==> src/rtl/countdown_pkg.sv <==
// Shared types and constants for the countdown controller and its DEC partner.
package countdown_pkg;

   localparam int unsigned DataWidthDefault = 8;

   typedef enum logic [1:0] {
      StIdle = 2'b00,
      StRun  = 2'b01,
      StDone = 2'b10
   } state_e;

endpackage

==> src/rtl/countdown_ctrl_if.sv <==
// Upstream handshake of countdown_ctrl: request side (master) and controller side (slave).
interface countdown_ctrl_if
   import countdown_pkg::*;
#(
   parameter int unsigned DataWidth = DataWidthDefault
) ();

   logic                 load;
   logic [DataWidth-1:0] load_val;
   logic                 hold;
   logic                 clear;
   logic                 ready;
   logic                 busy;
   logic                 done;

   modport master (
      output load, load_val, hold, clear,
      input  ready, busy, done
   );

   modport slave (
      input  load, load_val, hold, clear,
      output ready, busy, done
   );

endinterface

==> src/rtl/countdown_ctrl.sv <==
// Countdown register + IDLE/RUN/DONE FSM feeding an external DEC instance.
// Optional periodic mode when COUNTDOWN_AUTORELOAD_EN is defined.
module countdown_ctrl
   import countdown_pkg::*;
#(
   parameter int unsigned DataWidth = DataWidthDefault
) (
   input  logic                 clk,
   input  logic                 rst_n,
   countdown_ctrl_if.slave      bus,
   input  logic [DataWidth-1:0] dec_d,
   output logic [DataWidth-1:0] dec_a
);

   state_e               state_q;
   logic [DataWidth-1:0] count_q;
`ifdef COUNTDOWN_AUTORELOAD_EN
   logic [DataWidth-1:0] reload_q;
`endif

   // Count arithmetic is delegated to DEC; this block only selects what to capture.
   always_ff @(posedge clk or negedge rst_n) begin
      if (!rst_n) begin
         state_q  <= StIdle;
         count_q  <= '0;
`ifdef COUNTDOWN_AUTORELOAD_EN
         reload_q <= '0;
`endif
      end else if (bus.clear) begin
         state_q <= StIdle;
         count_q <= '0;
      end else begin
         unique case (state_q)
            StIdle: begin
               if (bus.load) begin
`ifdef COUNTDOWN_AUTORELOAD_EN
                  reload_q <= bus.load_val;
`endif
                  count_q <= bus.load_val;
                  state_q <= (bus.load_val == '0) ? StDone : StRun;
               end
            end
            StRun: begin
               if (!bus.hold) begin
                  // Never step past zero, even if RUN were entered with a zero count.
                  if (count_q <= DataWidth'(1)) begin
                     count_q <= '0;
                     state_q <= StDone;
                  end else begin
                     count_q <= dec_d;
                  end
               end
            end
            StDone: begin
`ifdef COUNTDOWN_AUTORELOAD_EN
               if (reload_q != '0) begin
                  count_q <= reload_q;
                  state_q <= StRun;
               end else begin
                  state_q <= StIdle;
               end
`else
               state_q <= StIdle;
`endif
            end
            default: begin
               state_q <= StIdle;
               count_q <= '0;
            end
         endcase
      end
   end

   assign dec_a     = count_q;
   assign bus.ready = (state_q == StIdle);
   assign bus.busy  = (state_q == StRun) || (state_q == StDone);
   assign bus.done  = (state_q == StDone);

endmodule

==> src/flat_wrapper.sv <==
// flat-port wrapper written by rule: the top's interface ports become plain ports
module countdown_ctrl_flat import countdown_pkg::*;
#(
   parameter int unsigned DataWidth = DataWidthDefault
)
  (clk, rst_n, dec_d, dec_a, bus_load, bus_load_val, bus_hold, bus_clear, bus_ready, bus_busy, bus_done);
  countdown_ctrl_if #(.DataWidth(DataWidth)) bus_i ();
  input  logic clk;
  input  logic rst_n;
  input  logic [DataWidth-1:0] dec_d;
  output logic [DataWidth-1:0] dec_a;
  input wire logic [$bits(bus_i.load)-1:0] bus_load;
  input wire logic [$bits(bus_i.load_val)-1:0] bus_load_val;
  input wire logic [$bits(bus_i.hold)-1:0] bus_hold;
  input wire logic [$bits(bus_i.clear)-1:0] bus_clear;
  output wire logic [$bits(bus_i.ready)-1:0] bus_ready;
  output wire logic [$bits(bus_i.busy)-1:0] bus_busy;
  output wire logic [$bits(bus_i.done)-1:0] bus_done;
  assign bus_i.load = bus_load;
  assign bus_i.load_val = bus_load_val;
  assign bus_i.hold = bus_hold;
  assign bus_i.clear = bus_clear;
  assign bus_ready = bus_i.ready;
  assign bus_busy = bus_i.busy;
  assign bus_done = bus_i.done;
  countdown_ctrl #(.DataWidth(DataWidth)) u_core (.clk(clk), .rst_n(rst_n), .bus(bus_i), .dec_d(dec_d), .dec_a(dec_a));
endmodule
==> config.mk <==
export PLATFORM = sky130hd
export DESIGN_NAME = countdown_ctrl_flat
export DESIGN_NICKNAME = d
export VERILOG_FILES = /design/src/rtl/countdown_pkg.sv /design/src/rtl/countdown_ctrl_if.sv /design/src/rtl/countdown_ctrl.sv /design/src/flat_wrapper.sv
export SDC_FILE = /design/constraint.sdc
export NUM_CORES = 1
export LEC_CHECK = 0
export BUFFER_PORTS_ARGS = -buffer_cell sky130_fd_sc_hd__buf_2
export CAP_MARGIN = 25
export CORE_MARGIN = 8
export CORE_UTILIZATION = 46
export DETAILED_ROUTE_END_ITERATION = 8
export PLACE_DENSITY_LB_ADDON = 0.08
export REMOVE_ABC_BUFFERS = 1
export SYNTH_ARGS = -nofsm -noshare
export SYNTH_HDL_FRONTEND = slang
export SYNTH_SLANG_ARGS = --single-unit
==> constraint.sdc <==
create_clock -name clk -period 3.72 [get_ports clk]
set_input_delay 1.116 -clock clk [delete_from_list [all_inputs] [get_ports clk]]
set_output_delay 1.116 -clock clk [all_outputs]
set_load 0.02 [all_outputs]
# Word level (Yosys, flattened, before mapping)
# Cells that the tools add are included.
dict set report totals {
  ff_bits 10
  in_bits 21
  out_inout_bits 11
  wordCells 25
}
dict set report op_classes {
  magnitude_cmp 1
  eq_ne 6
  muxes 11
  n_reduce_logical 5
}
# operator count
set op_table {}
lappend op_table {{$mux W8} 4}
lappend op_table {{$pmux W8 S3} 1}
lappend op_table {{$mux W2} 5}
lappend op_table {{$le A8 B1 Y1 const B} 1}
lappend op_table {{$logic_not A8 Y1} 1}
lappend op_table {{$ne A3 B3 Y1 const B} 2}
lappend op_table {{$reduce_and A3 Y1} 2}
lappend op_table {{$pmux W2 S2} 1}
lappend op_table {{$ne A3 B2 Y1 const B} 1}
lappend op_table {{$eq A2 B1 Y1 const B} 1}
lappend op_table {{$eq A2 B2 Y1 const B} 1}
lappend op_table {{$logic_not A2 Y1} 1}
lappend op_table {{$ne A2 B2 Y1 const B} 1}
lappend op_table {{$logic_or A1 B1 Y1} 1}

# Depth between registers and ports, before layout
# Gate-level depths: netlist (run 1).
dict set report depth {
  depth_word 5
  ltp_mapped 6
  ltp_nobuf 5
}

# Worst setup path before layout (run 1)
# Ideal clock, no wire load.
dict set report synth_path {
  kind {input -> register}
  startpoint {in bus_clear}
  endpoint {reg u_core.count_q[0] (netlist: u_core.dec_a[0])}
  setup_ns 0.067
  arrival_ns 2.175
  required_ns 3.653
  slack_ns 1.478
  path_stages 3
  path_buffers 0
  path_cell_list {or3b_4 -> a2111oi_4 -> a221o_1}
}
dict set report synth_via {
  elab_chain_cells 2
  word_cells_on_any_way 5
  classes_between {3 x eq/ne; 1 x mux; 1 x reduce/logical}
}
# element line
set synth_lines {}
lappend synth_lines {{from (decl)} flat_wrapper.sv:15} ;# input wire logic [$bits(bus_i.clear)-1:0] bus_clear;
lappend synth_lines {{$ne A3 B3 Y1 (no line) or $ne A2 B2 Y1 (tied branches)} --}
lappend synth_lines {{$reduce_and A3 Y1 (no line)} --}
lappend synth_lines {{to (signal assigned)} countdown_ctrl.sv:39} ;# count_q <= bus.load_val;
lappend synth_lines {{to (decl)} countdown_ctrl.sv:16} ;# logic [DataWidth-1:0] count_q;
# Several ways; a longest one is shown, not always the timed one.
# A chain may end at the register's enable or synchronous reset.

# Worst setup path after layout (run 1)
dict set report layout_path {
  startpoint {reg u_core.state_q[1]}
  endpoint {out bus_ready}
}
dict set report layout_via {
  elab_chain_cells 1
}
# element line
set layout_lines {}
lappend layout_lines {{from (decl)} countdown_ctrl.sv:15} ;# state_e state_q;
lappend layout_lines {{from (signal assigned)} countdown_ctrl.sv:24} ;# state_q <= StIdle;
lappend layout_lines {{from (signal assigned)} countdown_ctrl.sv:30} ;# state_q <= StIdle;
lappend layout_lines {{from (signal assigned)} countdown_ctrl.sv:40} ;# state_q <= (bus.load_val == '0) ? StDone : StRun;
lappend layout_lines {{$logic_not A2 Y1} countdown_ctrl.sv:75} ;# assign bus.ready = (state_q == StIdle);
lappend layout_lines {{to (decl)} flat_wrapper.sv:16} ;# output wire logic [$bits(bus_i.ready)-1:0] bus_ready;
# No other way between the ends.

==> run metrics, run 1 <==
RSZ-0062 raised after global routing=no; aggregate global-route resource usage=roughly 14%; Worst Path Buf+Inv=2; grt met2 use=about 22%; CP Class=reg -> out; First-pass DRT Iterations=4; Core Area=1280 sq um; later-pin clock latency in the skew report=between 0.2 and 0.3 ns; placed insts=101; f_max=between 0.4 and 0.5 GHz; ratio of cells with drive above 1 in the final layout=between 40% and 50%; Synth top cells by count=dfrtp_1 (10), a221o_1 (8), and3_1 (8); Via-to-Cell Ratio=5.94; Slew HR=a little under three fifths; die area=roughly 2800 sq um; Cell Area, Synth=624 sq um; Ys Warns=0; Nets=between 100 and 150; root buffer cell=clkbuf_4; outcome=finished clean; met1 Usage GRT=16.7%; static leakage=around 0.00045 uW; vias in the first global route=around 620; count leader, synth=dfrtp_1; crit path DAT=between 1 and 1.5 ns; CTS resizes=0; synthesis-to-finish area growth=33.1%; Pwr per Cell Area=between 400 and 500 nW/um^2; HP Class=reg -> reg; synth unique cells=25; Starting DRT DRC Count=25; # fillers=117; row count=13; number of max-cap violations=0; CP max stage delay=approximately 0.40 ns; number of setup violations in the final report=0; Antenna Nets Post-Route=0; DR DRC count=0; H-tree lvl count=1; WL per Instance=17.6 um; Top delay family on crit path=flip-flops; die width=roughly 53 um; area leader, netlist=dfrtp_1; Tightest Pin Transition=approximately 0.65 ns; largest net degree at the start of global routing=11; GP Congestion=roughly 0.76; TritonCTS Buffers=3; Synth Instances=56; die height=roughly 53 um; Worst Skew=between 0.003 and 0.004 ns; crit-path max FO=6; top_reg_cell synth=dfrtp_1; nature of the critical path startpoint=register; GRT met3 Usage=approximately 5%; clock tree buffer depth=2; Non-Filler Instances=approximately 110; CTS Hold Bufs=0; CP cell instances=inv_1 -> ha_1 -> buf_2; Sink Count=10; Yosys reg bits=10; gr busiest metal=met2; largest cells by area after synthesis=dfrtp_1 (40%), a221o_1 (13%), and3_1 (8.0%), ha_1 (6.0%), a2111oi_4 (4.4%); Post-CTS Setup Bufs=0; antenna cell count=0; hpwl dp=roughly 1.5 mm; Worst EP required=roughly 2.6 ns; # IOs=32; Post-DP Area=795 sq um; register clock-pin slew on the reported worst setup and hold paths=around 0.070 ns; grt ovf=0; first-pass GRT wire length=around 2.9 mm; fin. max-slew vios=0; critical path endpoint category=output port; share of flip-flops with an asynchronous set or reset=100%; flop2flop setup slack=about 1.7 ns; share of the synthesized area in the top cell type=40.1%; sequential fraction of the synthesis area=between 40% and 50%; EDFF count, synth=0; Starting Density=approximately 49%; slowest stage cell, crit path=dfrtp_1; CTS tree=built; Setup TNS Final=0 ns; final hold violations=0; Peak VDD IR=between 0.0002 and 0.00025 V; antenna violations before repair=0; post-layout instance area=831 sq um; minimum clock period=~2.3 ns; Post-Syn Area per Cell=between 10 and 15 sq um; total number of vias=approximately 620; period utilization=63.0%; WL final=approximately 1.8 mm; port bufs=31
[cells in the final DEF, fill, tap and decap left out]
cell,n
a2111oi_4,1
a211oi_1,1
a21oi_1,3
a221o_1,8
a31oi_1,1
and2b_1,1
and3_1,8
and3b_1,1
buf_2,31
clkbuf_4,3
clkbuf_8,1
dfrtp_1,10
ha_1,3
inv_1,3
mux2_2,1
nand2b_1,2
nand4b_1,1
nor2_1,1
nor2b_1,1
nor3_1,1
nor4_2,1
o211a_1,1
o21ai_0,1
o2bb2ai_1,1
or3b_2,1
or3b_4,1
or4_1,2
[metrics by stage]
step	setup WS [ns]	hold WS (ns)	util (%)	total power [uW]
after global routing	1.27	0.553	64.7	381
after floorplan	1.48	0.560	-	215
after global placement	1.22	0.495	61.8	257
after CTS	1.38	0.518	64.7	360
final	1.38	0.515	64.7	358
after detailed placement	1.21	0.501	61.8	259
[layer usage]
| metal | share of wire [%] | up-vias |
|---|---|---|
| li1 | - | 296 |
| met1 | 43 | 305 |
| met2 | 49 | 20 |
| met3 | 7.6 | 3 |
| met4 | 0.76 | 0 |
| met5 | 0 | - |
[worst reg2reg max path, delay by kind of cell (launching register included)]
| family | cells | cell delay, ns |
|---|---|---|
| buf+inv | 1 | 0.08 |
| compound gates | 3 | 1.19 |
| fa+ha+maj | 1 | 0.25 |
| flops | 1 | 0.37 |
[logic make-up after synthesis]
group | after synthesis | share of synthesized area (%)
and+or+nand+nor | 21 | 24.0
AOI/OAI and AO/OA | 17 | 25.7
DFF | 10 | 40.1
buffers and inverters | 4 | 2.40
adders and majority gates | 3 | 6.01
muxes | 1 | 1.80
[state kept, by name (all words and copies together), names as in the netlist]
| register | flops |
|---|---|
| u_core.dec_a | 8 |
| u_core.state_q | 2 |
[final cells by class]
cell class	count	area, sq um	share of cell area, %
inverters	3	11.3	1.36
multi-input cells	42	359	43.2
clock buffers	4	36.3	4.37
flip-flops and latches	10	250	30.1
repair buffers	31	155	18.7
well taps	15	18.8	2.26
[path summary, 6_finish.rpt]
check                                  start         endpoint  cells past startpoint
setup / recovery           u_core.state_q[1]        bus_ready                      3
hold / removal               u_core.dec_a[0]  u_core.dec_a[0]                      1
setup reg to reg           u_core.state_q[0]  u_core.dec_a[1]                      5
hold reg to reg              u_core.dec_a[0]  u_core.dec_a[0]                      1
max in group asynchronous              rst_n  u_core.dec_a[0]                      1
min in group asynchronous              rst_n  u_core.dec_a[2]                      1
[power by group]
group	switching [uW]	internal (uW)	leakage (uW)
registers	10.4	121	0.000135
clock network	40.5	59.5	0.0000210
logic	76.6	49.8	0.000293
No activity file was read; power rests on OpenSTA's default activity.
==> inputs of run 2 (changes only) <==
CORE_UTILIZATION = 43   (was 46)
clock period = 2.3 ns   (was 3.72 ns; I/O delays follow)
==> run metrics, run 2 (synthesis results as in run 1) <==
outcome=finished clean; ratio of cells with drive above 1 in the final layout=45.7% (+1.2 points); die height=54.1 um (+2.4%); Peak VDD IR=0.000344 V (+57%); Via-to-Cell Ratio=5.81 (-2.2%); hpwl dp=1.44 mm (-3.9%); first-pass GRT wire length=2.76 mm (-6.1%); Worst Skew=0.00429 ns (+0.000410 ns); GP Congestion=0.742 (-2.3%); slowest stage cell, crit path=a2111oi_4; total number of vias=622 (-0.32%); number of max-cap violations=0 (unchanged); WL final=1.72 mm (-6.9%); die area=2930 sq um (+4.8%); TritonCTS Buffers=3 (unchanged); Final Total Pwr=581 uW (+62%); Largest register FFs=8 (unchanged); post-layout instance area=846 sq um (+1.8%); critical path endpoint category=register; Starting DRT DRC Count=16 (-36%); CTS resizes=0 (unchanged); DR DRC count=0 (unchanged); port bufs=31 (unchanged); Non-Filler Instances=107 (+1.9%); crit path DAT=2.17 ns (+0.94 ns); grt ovf=0 (unchanged); final hold violations=0 (unchanged); Post-DP Area=810 sq um (+1.9%); root buffer cell=clkbuf_4; placed insts=103 (+2.0%); period utilization=a little under nine tenths; vias in the first global route=646 (+3.9%); crit-path max FO=8 (+2); Setup TNS Final=0 ns (unchanged); number of setup violations in the final report=0 (unchanged); antenna violations before repair=0 (unchanged); register clock-pin slew on the reported worst setup and hold paths=0.07 ns (about the same); Slew HR=63.7% (+6.7 points); Nets=117 (+1.7%); CTS Hold Bufs=0 (unchanged); CP cell instances=inv_1 -> ha_1 -> or3b_4 -> a2111oi_4 -> a221o_1; commonest non-fill, non-tap cell in the layout=buf_2; HP Class=in -> async; Tightest Pin Transition=0.545 ns (-0.101 ns); synthesis-to-finish area growth=35.5%; minimum clock period=approximately 2.0 ns; most frequent cells in the layout=buf_2 (31), dfrtp_1 (10), and3_1 (8), a221o_1 (8); aggregate global-route resource usage=12.5% (-1.5 points); fin. max-slew vios=0 (unchanged); CP max stage delay=0.56 ns (+0.16 ns); WL per Instance=16.1 um (-8.6%); Core Area=1330 sq um (+3.8%); nature of the critical path startpoint=register; die width=54.1 um (+2.4%); row count=13 (unchanged); largest net degree at the start of global routing=11 (unchanged); H-tree lvl count=1 (unchanged); # IOs=32 (unchanged); RSZ-0062 raised after global routing=no; static leakage=0.000458 uW (+2.1%); antenna cell count=0 (unchanged); Sink Count=10 (unchanged); f_max=0.508 GHz; later-pin clock latency in the skew report=0.27 ns (about the same); Post-CTS Setup Bufs=0 (unchanged); final core utilization=63.4% (-1.2 points); CP Class=reg -> reg; Antenna Nets Post-Route=0 (unchanged); clock tree buffer depth=2 (unchanged); First-pass DRT Iterations=4 (unchanged); Pwr per Cell Area=686 nW/um^2 (+59%); CTS tree=built; Starting Density=46.8% (-1.8 points); Worst EP required=2.50 ns (-0.10 ns)
[run 2: changes by cell type in the layout (fill, tap and decap cells not counted)]
cell   delta
buf_4     +2
[run 2: worst paths after layout]
kind	startpoint	end	slack (ns)	depth (start not counted)
max in group asynchronous	rst_n	u_core.dec_a[7]	1.84	1
hold / removal	rst_n	u_core.dec_a[3]	0.27	1
setup reg to reg	u_core.state_q[1]	u_core.dec_a[7]	0.33	5
setup / recovery	u_core.state_q[1]	u_core.dec_a[7]	0.33	5
min in group clk	u_core.dec_a[0]	u_core.dec_a[0]	0.52	1
hold reg to reg	u_core.dec_a[0]	u_core.dec_a[0]	0.52	1
[run 2: critical path: cells and delay by family (launching register included)]
family	cells	cell delay (ns)
flip-flops	1	0.40
AO/OA/AOI/OAI	2	0.81
adder cells (fa/ha/maj)	1	0.19
buffers and inverters	1	0.10
AND/OR/NAND/NOR	1	0.40
[run 2: metrics by stage]
step | hold WS [ns] | worst slack, ns
2_1_floorplan | 0.394 | 0.484
3_3_place_gp | 0.500 | 0.235
3_5_place_dp | 0.499 | 0.219
4_1_cts | 0.264 | 0.345
5_1_grt | 0.272 | 0.211
6_report | 0.269 | 0.332
[run 2: routing by layer]
metal	wire (um)	global-route usage, %
met3	176	3.86
met4	4	4.92
met2	825	21.0
met1	716	14.5
met5	0	0
[run 2: report_power, final]
part,total [uW],leakage [uW],internal (uW),switching (uW)
combinational,209,0.000302,87.5,121
sequential,212,0.000135,196,16.7
clock,159,0.0000210,96.1,63.2
[run 2: area by class of cell]
type,count,area (sq um)
Tap cell,15,18.8
Clock buffer,4,36.3
Timing Repair Buffer,33,170
Sequential cell,10,250
Fill cell,127,488
Multi-Input combinational cell,42,359
Inverter,3,11.3
